$ cat config.mk
export PLATFORM = sky130hd
export DESIGN_NAME = dict_builder_flat
export DESIGN_NICKNAME = d
export VERILOG_FILES = /design/src/rtl/dict_builder_if.sv /design/src/rtl/dict_builder.sv /design/src/flat_wrapper.sv
export SDC_FILE = /design/constraint.sdc
export NUM_CORES = 1
export LEC_CHECK = 0
export BUFFER_PORTS_ARGS = -buffer_cell sky130_fd_sc_hd__buf_2
export CORE_MARGIN = 4
export CORE_UTILIZATION = 40
export CTS_CLUSTER_SIZE = 40
export DETAILED_ROUTE_END_ITERATION = 10
export GPL_ROUTABILITY_DRIVEN = 1
export SETUP_SLACK_MARGIN = 0.4
export SLEW_MARGIN = 20
export SYNTH_ARGS = -nofsm -noshare
export SYNTH_HDL_FRONTEND = slang
export SYNTH_SLANG_ARGS = --single-unit
$ cat constraint.sdc
create_clock -name clk -period 5.9 [get_ports clk]
set_input_delay 0.59 -clock clk [delete_from_list [all_inputs] [get_ports clk]]
set_output_delay 0.59 -clock clk [all_outputs]
set_load 0.02 [all_outputs]
$ cat src/rtl/dict_builder_if.sv
// Command, byte-stream and memory-write signals of the dictionary loader.
// The master modport is the builder's view; the slave modport is the host/memory side.
interface dict_builder_if #(
    parameter int ASZ = 17,
    parameter int DSZ = 8
) ();
    logic           cmd_valid;
    logic           cmd_ready;
    logic           cmd_mode;
    logic [7:0]     cmd_len;
    logic [DSZ-1:0] cmd_op;
    logic           in_valid;
    logic           in_ready;
    logic [DSZ-1:0] in_data;
    logic           in_last;
    logic           mem_we;
    logic [ASZ-1:0] mem_ai;
    logic [DSZ-1:0] mem_vi;

    modport master (
        input  cmd_valid, cmd_mode, cmd_len, cmd_op,
        input  in_valid, in_data, in_last,
        output cmd_ready, in_ready,
        output mem_we, mem_ai, mem_vi
    );

    modport slave (
        output cmd_valid, cmd_mode, cmd_len, cmd_op,
        output in_valid, in_data, in_last,
        input  cmd_ready, in_ready,
        input  mem_we, mem_ai, mem_vi
    );
endinterface

$ cat src/rtl/dict_builder.sv
// Dictionary / TIB loader: an FSM that writes linked word headers at 'here'
// (link, length, name, opcode) or streams a zero-terminated line into the TIB.
module dict_builder #(
    parameter int TIB      = 'h0,
    parameter int DICT     = 'h100,
    parameter int DICT_END = 'h1FFFF,
    parameter int ASZ      = 17,
    parameter int DSZ      = 8,
    parameter int LINK_B   = 2,
    parameter int NMAX     = 31
) (
    input  logic            clk,
    input  logic            rst,
    dict_builder_if.master  bus,
    output logic [ASZ-1:0]  ctx,
    output logic [ASZ-1:0]  here,
    output logic            busy,
    output logic            done,
    output logic            err
);
    localparam logic [ASZ-1:0] CTX_NULL = ASZ'((64'd1 << (8 * LINK_B)) - 64'd1);
    localparam logic [ASZ-1:0] HERE_RST = ASZ'(DICT);

    typedef enum logic [2:0] {
        S_IDLE,
        S_LINK,
        S_LEN,
        S_NAME,
        S_OP,
        S_TIB,
        S_TERM
    } state_t;

    state_t          state_q, state_d;
    logic [ASZ-1:0]  cnt_q, cnt_d;
    logic [7:0]      len_q, len_d;
    logic [DSZ-1:0]  op_q, op_d;
    logic [ASZ-1:0]  ctx_q, ctx_d;
    logic [ASZ-1:0]  here_q, here_d;
    logic            done_q, done_d;
    logic            err_q, err_d;

    logic            cmd_ready;
    logic            in_ready;
    logic            mem_we;
    logic [ASZ-1:0]  mem_ai;
    logic [DSZ-1:0]  mem_vi;

    logic [ASZ-1:0]  name_base;
    logic [ASZ-1:0]  pfa;
    logic [ASZ-1:0]  tib_addr;
    logic [31:0]     word_end;
    logic            word_bad;
    logic            tib_over;
    logic            term_over;

    assign name_base = here_q + ASZ'(LINK_B) + ASZ'(1);
    assign pfa       = name_base + ASZ'(len_q);
    assign tib_addr  = ASZ'(TIB) + cnt_q;

    // Fit check uses wide arithmetic so a header near the top of memory cannot wrap past DICT_END.
    assign word_end  = 32'(here_q) + 32'(LINK_B) + 32'(bus.cmd_len) + 32'd1;
    assign word_bad  = (bus.cmd_len == 8'd0) || (32'(bus.cmd_len) > 32'(NMAX))
                       || (word_end > 32'(DICT_END));
    assign tib_over  = (32'(TIB) + 32'(cnt_q)) >= 32'(DICT);
    assign term_over = (32'(TIB) + 32'(cnt_q) + 32'd1) >= 32'(DICT);

    always_comb begin
        state_d   = state_q;
        cnt_d     = cnt_q;
        len_d     = len_q;
        op_d      = op_q;
        ctx_d     = ctx_q;
        here_d    = here_q;
        done_d    = 1'b0;
        err_d     = 1'b0;
        cmd_ready = 1'b0;
        in_ready  = 1'b0;
        mem_we    = 1'b0;
        mem_ai    = '0;
        mem_vi    = '0;

        case (state_q)
            S_IDLE: begin
                cmd_ready = 1'b1;
                if (bus.cmd_valid) begin
                    cnt_d = '0;
                    if (bus.cmd_mode) begin
                        state_d = S_TIB;
                    end else if (word_bad) begin
                        err_d = 1'b1;
                    end else begin
                        len_d   = bus.cmd_len;
                        op_d    = bus.cmd_op;
                        state_d = S_LINK;
                    end
                end
            end

            S_LINK: begin
                mem_we = 1'b1;
                mem_ai = here_q + cnt_q;
                mem_vi = DSZ'(ctx_q >> (8 * cnt_q));
                if (cnt_q == ASZ'(LINK_B - 1)) begin
                    cnt_d   = '0;
                    state_d = S_LEN;
                end else begin
                    cnt_d = cnt_q + ASZ'(1);
                end
            end

            S_LEN: begin
                mem_we  = 1'b1;
                mem_ai  = here_q + ASZ'(LINK_B);
                mem_vi  = DSZ'(len_q);
                state_d = S_NAME;
            end

            S_NAME: begin
                in_ready = 1'b1;
                mem_ai   = name_base + cnt_q;
                mem_vi   = bus.in_data;
                if (bus.in_valid) begin
                    mem_we = 1'b1;
                    if (cnt_q == ASZ'(len_q) - ASZ'(1)) begin
                        state_d = S_OP;
                    end else begin
                        cnt_d = cnt_q + ASZ'(1);
                    end
                end
            end

            S_OP: begin
                mem_we  = 1'b1;
                mem_ai  = pfa;
                mem_vi  = op_q;
                ctx_d   = here_q;
                here_d  = pfa + ASZ'(1);
                done_d  = 1'b1;
                state_d = S_IDLE;
            end

            S_TIB: begin
                in_ready = 1'b1;
                mem_ai   = tib_addr;
                mem_vi   = bus.in_data;
                if (bus.in_valid) begin
                    // A byte that would land on the dictionary aborts the load unwritten.
                    if (tib_over) begin
                        err_d   = 1'b1;
                        state_d = S_IDLE;
                    end else begin
                        mem_we = 1'b1;
                        if (bus.in_last) begin
                            state_d = S_TERM;
                        end else begin
                            cnt_d = cnt_q + ASZ'(1);
                        end
                    end
                end
            end

            S_TERM: begin
                state_d = S_IDLE;
                if (term_over) begin
                    err_d = 1'b1;
                end else begin
                    mem_we = 1'b1;
                    mem_ai = tib_addr + ASZ'(1);
                    mem_vi = '0;
                    done_d = 1'b1;
                end
            end

            default: begin
                state_d = S_IDLE;
            end
        endcase
    end

    always_ff @(posedge clk) begin
        if (rst) begin
            state_q <= S_IDLE;
            cnt_q   <= '0;
            len_q   <= '0;
            op_q    <= '0;
            ctx_q   <= CTX_NULL;
            here_q  <= HERE_RST;
            done_q  <= 1'b0;
            err_q   <= 1'b0;
        end else begin
            state_q <= state_d;
            cnt_q   <= cnt_d;
            len_q   <= len_d;
            op_q    <= op_d;
            ctx_q   <= ctx_d;
            here_q  <= here_d;
            done_q  <= done_d;
            err_q   <= err_d;
        end
    end

    assign bus.cmd_ready = cmd_ready;
    assign bus.in_ready  = in_ready;
    assign bus.mem_we    = mem_we;
    assign bus.mem_ai    = mem_ai;
    assign bus.mem_vi    = mem_vi;

    assign ctx  = ctx_q;
    assign here = here_q;
    assign busy = (state_q != S_IDLE);
    assign done = done_q;
    assign err  = err_q;
endmodule

$ cat src/flat_wrapper.sv
// flat-port wrapper written by rule: the top's interface ports become plain ports
module dict_builder_flat 
#(
    parameter int TIB      = 'h0,
    parameter int DICT     = 'h100,
    parameter int DICT_END = 'h1FFFF,
    parameter int ASZ      = 17,
    parameter int DSZ      = 8,
    parameter int LINK_B   = 2,
    parameter int NMAX     = 31
)
  (clk, rst, ctx, here, busy, done, err, bus_cmd_valid, bus_cmd_mode, bus_cmd_len, bus_cmd_op, bus_in_valid, bus_in_data, bus_in_last, bus_cmd_ready, bus_in_ready, bus_mem_we, bus_mem_ai, bus_mem_vi);
  dict_builder_if #(.ASZ(ASZ), .DSZ(DSZ)) bus_i ();
  input  logic clk;
  input  logic rst;
  output logic [ASZ-1:0] ctx;
  output logic [ASZ-1:0] here;
  output logic busy;
  output logic done;
  output logic err;
  input wire logic [$bits(bus_i.cmd_valid)-1:0] bus_cmd_valid;
  input wire logic [$bits(bus_i.cmd_mode)-1:0] bus_cmd_mode;
  input wire logic [$bits(bus_i.cmd_len)-1:0] bus_cmd_len;
  input wire logic [$bits(bus_i.cmd_op)-1:0] bus_cmd_op;
  input wire logic [$bits(bus_i.in_valid)-1:0] bus_in_valid;
  input wire logic [$bits(bus_i.in_data)-1:0] bus_in_data;
  input wire logic [$bits(bus_i.in_last)-1:0] bus_in_last;
  output wire logic [$bits(bus_i.cmd_ready)-1:0] bus_cmd_ready;
  output wire logic [$bits(bus_i.in_ready)-1:0] bus_in_ready;
  output wire logic [$bits(bus_i.mem_we)-1:0] bus_mem_we;
  output wire logic [$bits(bus_i.mem_ai)-1:0] bus_mem_ai;
  output wire logic [$bits(bus_i.mem_vi)-1:0] bus_mem_vi;
  assign bus_i.cmd_valid = bus_cmd_valid;
  assign bus_i.cmd_mode = bus_cmd_mode;
  assign bus_i.cmd_len = bus_cmd_len;
  assign bus_i.cmd_op = bus_cmd_op;
  assign bus_i.in_valid = bus_in_valid;
  assign bus_i.in_data = bus_in_data;
  assign bus_i.in_last = bus_in_last;
  assign bus_cmd_ready = bus_i.cmd_ready;
  assign bus_in_ready = bus_i.in_ready;
  assign bus_mem_we = bus_i.mem_we;
  assign bus_mem_ai = bus_i.mem_ai;
  assign bus_mem_vi = bus_i.mem_vi;
  dict_builder #(.TIB(TIB), .DICT(DICT), .DICT_END(DICT_END), .ASZ(ASZ), .DSZ(DSZ), .LINK_B(LINK_B), .NMAX(NMAX)) u_core (.clk(clk), .rst(rst), .bus(bus_i), .ctx(ctx), .here(here), .busy(busy), .done(done), .err(err));
endmodule
==> out/qor_table.md, run 1 <==
| Item | Value | Unit |
|:---|:---|:---|
| Outcome | finished clean | - |
| Final instance count without filler cells | 1291 | - |
| Number of enable-type register cells in the synthesized netlist | 0 | - |
| Final cell area excluding filler cells | 8280 | µm² |
| Cells after Synth | 1004 | - |
| Number of buffers created by CTS | 9 | - |
| Core occupancy in the finished layout | 45.94 | % |
| Length of the first detailed-routing pass in iterations | 5 | - |
| Number of flip-flops and latches in the synthesized netlist | 72 | - |
| Pin count of the biggest net entering global routing | 45 | - |
| Detailed-route vias per instance | 6.063 | - |
| Path type of the worst setup path | reg -> out | - |
| Startpoint types | register | - |
| Max Buffers Root-to-Sink | 2 | - |
| Top-area cell type share of the netlist area | 19.58 | % |
| Post-place instance area | 7943 | µm² |
| Clock root buffer master | sky130_fd_sc_hd__clkbuf_16 | - |
| Aggregate global-route resource usage | 25.98 | % |
| Synthesized area per cell | 7.334 | µm² |
| Congestion Overflow GR | 0 | - |
| Pwr/cell area | 359.8 | nW/µm² |
| MaxCap Viol Count | 0 | - |
| Leakage power | 3.231 | nW |
| Slew at the pin with the worst max-slew slack | 1.091 | ns |
| Max incr delay on CP | 0.48 | ns |
| Final hold vios | 0 | - |
| Async set-or-reset flop fraction in the synthesized netlist | 0 | % |
| Register clock-pin slew on the reported worst setup and hold paths | 0.07 | ns |
| Antenna violations before repair | 0 | - |
| Cell variety after synth | 86 | - |
| Crit path max-delay cell type | sky130_fd_sc_hd__dfxtp_2 | - |
| Input/output buffers | 94 | - |
| Register area | 1446 | µm² |
| TritonCTS clock tree | yes | - |
| Ant. Diodes | 0 | - |
| Number of rows in the core area | 49 | - |
| Total placed cells including tap cells | 1273 | - |
| Number of max-slew violations in the final report | 0 | - |
| Critical path cell sequence | ha_2 -> nand3_2 -> nor4_2 -> or2_1 -> nand2_1 -> nor4b_1 -> xor2_1 -> o21ai_0 -> ha_1 -> a21oi_1 -> nor2_1 -> nor2_1 -> o22ai_1 -> a222oi_1 -> o21ai_0 -> buf_2 | - |
| Syn nets | 1075 | - |
| Share of final-layout standard cells stronger than drive strength 1 | 16.10 | % |
| Count of routing violations after the opening detailed-route iteration | 578 | - |
| Chip Width | 143.7 | µm |
| Worst slew margin | 27.16 | % |
| Synthesized cell area | 7363 | µm² |
| Die outline height | 143.7 | µm |
| Pre-CTS setup slack | 0.6910 | ns |
| Hold Crit Class | reg -> reg | - |
| Die ar. | 20640 | µm² |
| Top Ports | 95 | - |
| Routed via count | 7827 | - |
| Share of the cycle needed by the critical path after routing | 87.15 | % |
| Growth of design area from synthesis to finish | 12.46 | % |
| Critical path peak fanout | 13 | - |
| Layout fillers | 1854 | - |
| Most common cell after layout, fill and taps aside | sky130_fd_sc_hd__nand2_1 | - |
| Fmax | 194.5 | MHz |
| Sum of net half-perimeters after detailed placement | 20050 | µm |
| Leading cell types by total area after synthesis | sky130_fd_sc_hd__dfxtp_1 20%, sky130_fd_sc_hd__ha_1 6.6%, sky130_fd_sc_hd__nand2_1 6.3%, sky130_fd_sc_hd__xnor2_1 6.1%, sky130_fd_sc_hd__a21oi_1 4.5% | - |
| Total detailed-routing wirelength | 26690 | µm |
| Setup TNS | 0 | ns |
| Clock Sinks | 72 | - |
| Type of element capturing the critical path | output pin | - |
| Max rail drop VDD | 0.3507 | mV |
| Layout Nets | 1128 | - |
| Design Power | 2.979 | mW |
| Sequential share of the synthesized area | 19.58 | % |
| Initial core utilization | 40.85 | % |
| Via count of the first global-routing pass | 7383 | - |
| Ys flop type | sky130_fd_sc_hd__dfxtp_1 | - |
| Number of warning messages in the yosys log | 0 | - |
| Remaining design rule violation count | 0 | - |
| Wire length per cell after detailed routing | 20.67 | µm |
| Worst hold slack | 0.4641 | ns |
| H-tree levels | 3 | - |
| Arrival time reported for the critical path endpoint | 4.55 | ns |
| Clock skew after layout | 0.01338 | ns |
| Most frequent cells in the layout | 124 x sky130_fd_sc_hd__nand2_1, 94 x sky130_fd_sc_hd__buf_2, 74 x sky130_fd_sc_hd__nor2_1 | - |
| Setup violators final | 0 | - |
| Clock latency at the later pin of the worst-skew pair | 0.36 | ns |
| Weighted congestion reported at the end of routability-driven placement | 0.9243 | - |
| Min Tclk post-route | 5.142 | ns |
| Antenna-violating nets left | 0 | - |
| Core area | 18020 | µm² |
| Leading area contributor after synthesis | sky130_fd_sc_hd__dfxtp_1 | - |
| First-pass GRT wire length | 42070 | µm |
| Total area of multi-input combinational cells | 5478 | µm² |
| Setup ws final | 0.7580 | ns |
| Unrepaired setup endpoints after global routing | false | - |
| Required time of the critical path | 5.31 | ns |
==> worst max-delay path: cells and delay by family (launching register included) <==
kind / cells / cell delay, ns
compound gates: 5 / 0.83
xor+xnor: 1 / 0.37
fa+ha+maj: 2 / 0.73
buf+inv: 1 / 0.19
flops: 1 / 0.48
simple gates: 7 / 1.60
==> per-layer routing <==
metal / GRT usage (%) / wire (µm) / up-vias
met5: 0 / 0 / -
li1: - / - / 3799
met3: 4.260 / 1814 / 39
met1: 36.71 / 12250 / 3685
met2: 40.76 / 12050 / 304
met4: 7.681 / 572 / 0
==> worst paths after layout <==
check,startpoint,endpoint,slack (ns),cells past startpoint
setup / recovery,u_core.here[2]$_SDFFE_PP0P_,bus_mem_ai[15],0.76,16
hold / removal,u_core.op_q[1]$_SDFFE_PP0P_,u_core.op_q[1]$_SDFFE_PP0P_,0.46,2
setup reg to reg,u_core.here[2]$_SDFFE_PP0P_,u_core.here[14]$_SDFFE_PP0P_,1.29,15
hold reg to reg,u_core.op_q[1]$_SDFFE_PP0P_,u_core.op_q[1]$_SDFFE_PP0P_,0.46,2
==> sequential cells by signal, indices dropped and copies added (netlist names) <==
register and flops:
u_core.cnt_q 17, u_core.ctx 17, u_core.done 1, u_core.err 1, u_core.here 17, u_core.len_q 8
u_core.op_q 8, u_core.state_q 3
==> Yosys cell counts, drive strengths merged (21+ instances only) <==
cell and number:
clkbuf 56, dfxtp 72, a21oi 66, nor2 78, ha 39, nand3 40, nand2 124, nor3 25
xnor2 54, inv 42, o21ai 58, mux2i 23, and3 21
==> report_power, final <==
group / switching, mW / internal (mW) / total, mW
Combinational: 1.15 / 0.559 / 1.71
Clock: 0.259 / 0.336 / 0.595
Sequential: 0.111 / 0.563 / 0.674
Total: 1.52 / 1.46 / 2.98
==> cell families after synthesis <==
kind of cell | share of synthesized area (%)
simple gates | 28.21
compound gates | 25.93
flops | 19.58
buf+inv | 6.270
mux | 3.432
xor+xnor | 9.414
fa+ha+maj | 7.171
==> layout make-up <==
class | instances | share of cell area (%)
multi-input cells | 819 | 66.15
flip-flops and latches | 72 | 17.47
repair buffers | 111 | 7.223
well taps | 229 | 3.460
clock buffers | 9 | 2.720
inverters | 44 | 1.995
clock inverters | 7 | 0.9822
==> repair_timing <==
action	in CTS	in global routing
setup buffers	0	2
hold buffers	0	0
setup endpoints to repair	1	9
resized for setup	1	8
hold endpoints to repair	0	0
Power figures use the tool's default switching activity.
==> run 2, diff against run 1 <==
==> constraint.sdc (replaced) <==
create_clock -name clk -period 5.9 [get_ports clk]
set_input_delay 1.18 -clock clk [delete_from_list [all_inputs] [get_ports clk]]
set_output_delay 1.18 -clock clk [all_outputs]
set_load 0.02 [all_outputs]
==> out/qor_table.md, run 2 (synthesized netlist as in run 1, its figures left out) <==
| Item | Value | Unit |
|:---|:---|:---|
| Outcome | finished clean | - |
| Chip Width | 143.7 | µm |
| Worst Hold Path EP | u_core.op_q[5]$_SDFFE_PP0P_ | - |
| Setup ws final | 0.5962 | ns |
| Count of routing violations after the opening detailed-route iteration | 758 | - |
| Initial core utilization | 40.85 | % |
| H-tree levels | 3 | - |
| Slew at the pin with the worst max-slew slack | 1.152 | ns |
| Sum of net half-perimeters after detailed placement | 19860 | µm |
| Routed via count | 8044 | - |
| Wire length per cell after detailed routing | 20.85 | µm |
| Setup violators final | 0 | - |
| Antenna-violating nets left | 0 | - |
| Depth of the worst register-to-register path | 16 | - |
| Pwr/cell area | 353.5 | nW/µm² |
| Crit path max-delay cell type | sky130_fd_sc_hd__or4_1 | - |
| Clock Sinks | 72 | - |
| Die outline height | 143.7 | µm |
| Via count of the first global-routing pass | 7266 | - |
| Max incr delay on CP | 0.57 | ns |
| Hold Crit Class | reg -> reg | - |
| Min Tclk post-route | 5.304 | ns |
| Final hold vios | 0 | - |
| Clock latency at the later pin of the worst-skew pair | 0.36 | ns |
| MaxCap Viol Count | 0 | - |
| Fmax | 188.5 | MHz |
| Register clock-pin slew on the reported worst setup and hold paths | 0.07 | ns |
| Cell family with the largest share of critical-path delay | compound AO/OA/AOI/OAI gates | - |
| Die ar. | 20640 | µm² |
| Input/output buffers | 94 | - |
| Remaining design rule violation count | 0 | - |
| HP Start | u_core.op_q[5]$_SDFFE_PP0P_ | - |
| Ant. Diodes | 0 | - |
| Clock skew after layout | 0.005770 | ns |
| Total detailed-routing wirelength | 27210 | µm |
| Total of hold buffers inserted after clock tree synthesis | 0 | - |
| Reg2Reg Launch Point | u_core.here[1]$_SDFFE_PP0P_ | - |
| Core area | 18020 | µm² |
| Capture point of the worst reg-to-reg path | u_core.here[15]$_SDFFE_PP0P_ | - |
| Pin count of the biggest net entering global routing | 45 | - |
| Design Power | 3.032 | mW |
| Slack of the worst reg-to-reg path | 1.62 | ns |
| Share of final-layout standard cells stronger than drive strength 1 | 19.52 | % |
| Setup TNS | 0 | ns |
| Share of the cycle needed by the critical path after routing | 89.90 | % |
| Worst hold slack | 0.4615 | ns |
| Path type of the worst setup path | reg -> out | - |
| Antenna violations before repair | 0 | - |
| Leakage power | 3.363 | nW |
| Detailed-route vias per instance | 6.164 | - |
| Most frequent cells in the layout | 123 x sky130_fd_sc_hd__nand2_1, 94 x sky130_fd_sc_hd__buf_2, 73 x sky130_fd_sc_hd__nor2_1 | - |
| Unrepaired setup endpoints after global routing | false | - |
| Worst Path Buf+Inv | 3 | - |
| First-pass GRT wire length | 41040 | µm |
| Clock root buffer master | sky130_fd_sc_hd__clkbuf_16 | - |
| Top Ports | 95 | - |
| Layout Nets | 1142 | - |
| Max Buffers Root-to-Sink | 2 | - |
| Length of the first detailed-routing pass in iterations | 7 | - |
| Critical path cell sequence | buf_4 -> a21bo_2 -> a21oi_2 -> o21ai_0 -> xnor2_1 -> ha_2 -> or4_1 -> o21ai_4 -> a211oi_1 -> a211oi_2 -> xor2_1 -> buf_4 -> nand2_1 -> o21ai_0 -> nand2_1 -> o311ai_0 -> buf_2 | - |
| TritonCTS clock tree | yes | - |
| Congestion Overflow GR | 0 | - |
| Number of max-slew violations in the final report | 0 | - |
| Max rail drop VDD | 0.3477 | mV |
| Number of buffers created by CTS | 9 | - |
| Worst slew margin | 23.09 | % |
| Most common cell after layout, fill and taps aside | sky130_fd_sc_hd__nand2_1 | - |
| Growth of design area from synthesis to finish | 16.50 | % |
| Arrival time reported for the critical path endpoint | 4.12 | ns |
| Aggregate global-route resource usage | 25.42 | % |
| Number of rows in the core area | 49 | - |
| Startpoint types | register | - |
| Critical path peak fanout | 10 | - |
| Pre-CTS setup slack | 0.3673 | ns |
| Number of instances on the worst hold path | 2 | - |
| Weighted congestion reported at the end of routability-driven placement | 0.9420 | - |
| Required time of the critical path | 4.72 | ns |
| Type of element capturing the critical path | output pin | - |
==> run 2: cell count changes in the layout (fill, tap and decap cells not counted), moves of 3 or more <==
cell,before,now
sky130_fd_sc_hd__dfxtp_1,68,64
sky130_fd_sc_hd__nor4b_4,0,3
sky130_fd_sc_hd__dfxtp_4,0,3
sky130_fd_sc_hd__a21oi_2,0,3
sky130_fd_sc_hd__a21oi_1,66,62
sky130_fd_sc_hd__buf_4,17,30
==> run 2: worst register-to-register path, cell delays in order, from the launching register on <==
cell                       delay, ns
sky130_fd_sc_hd__dfxtp_4        0.38
sky130_fd_sc_hd__inv_1          0.11
sky130_fd_sc_hd__ha_1           0.35
sky130_fd_sc_hd__inv_2          0.09
sky130_fd_sc_hd__and3_1         0.16
sky130_fd_sc_hd__xor2_1         0.18
sky130_fd_sc_hd__ha_1           0.31
sky130_fd_sc_hd__o21a_1         0.13
sky130_fd_sc_hd__o31a_1         0.15
sky130_fd_sc_hd__a21oi_1        0.37
sky130_fd_sc_hd__nand3_1        0.21
sky130_fd_sc_hd__or4_1          0.55
sky130_fd_sc_hd__and3b_1        0.29
sky130_fd_sc_hd__and3_1         0.23
sky130_fd_sc_hd__nand2_1        0.09
sky130_fd_sc_hd__or4b_1         0.53
sky130_fd_sc_hd__o221ai_1       0.08
==> run 2: how the worst max path moves through the flow <==
stage                                   start             end  slack (ns)  depth (start not counted)
4_1_cts           u_core.here[1]$_SDFFE_PP0P_  bus_mem_ai[14]        0.42                         15
3_5_place_dp      u_core.here[3]$_SDFFE_PP0P_  bus_mem_ai[10]        0.37                         16
2_1_floorplan  u_core.state_q[0]$_SDFFE_PP0P_  bus_mem_ai[16]        0.54                         19
3_3_place_gp      u_core.here[4]$_SDFFE_PP0P_  bus_mem_ai[10]        0.50                         17
6_report          u_core.here[4]$_SDFFE_PP0P_  bus_mem_ai[10]        0.60                         17
5_1_grt           u_core.here[1]$_SDFFE_PP0P_   bus_mem_ai[9]        0.25                         16
==> run 2: final cells by class <==
cell class                      count  area [µm²]
Fill cell                        1826        9447
Multi-Input combinational cell    819        5652
Clock buffer                        9       225.2
Inverter                           44       165.2
Tap cell                          229       286.5
Clock inverter                      7       83.83
Timing Repair Buffer              125       706.9
Sequential cell                    72        1459
==> run 2: power by group <==
group / internal (mW) / switching, mW
Combinational: 0.585 / 1.18
Sequential: 0.566 / 0.103
Clock: 0.337 / 0.263
==> run 2: routing by layer <==
layer  up-vias  global-route usage, %  wire length (µm)
li1       3835                      -                 -
met1      3812                  35.09             11920
met2       353                  41.15             12550
met3        44                  4.393              2212
met4         0                  6.690               527
met5         -                      0                 0
==> run 2: metrics by stage <==
stage,util [%],instances,area (µm²)
CTS,46.24,1296,8334
finish,47.59,1305,8578
detailed placement,44.31,1279,7986
global route,47.59,1305,8578
global placement,44.31,1279,7986
floorplan,-,1004,7363
==> run 2: repair_timing <==
action                                  4_1_cts  5_1_grt
gates resized for setup                      10       40
endpoints found under the setup margin        9        8
cloned                                        0        0
setup buffers                                 1        9
pin swaps                                     1       12
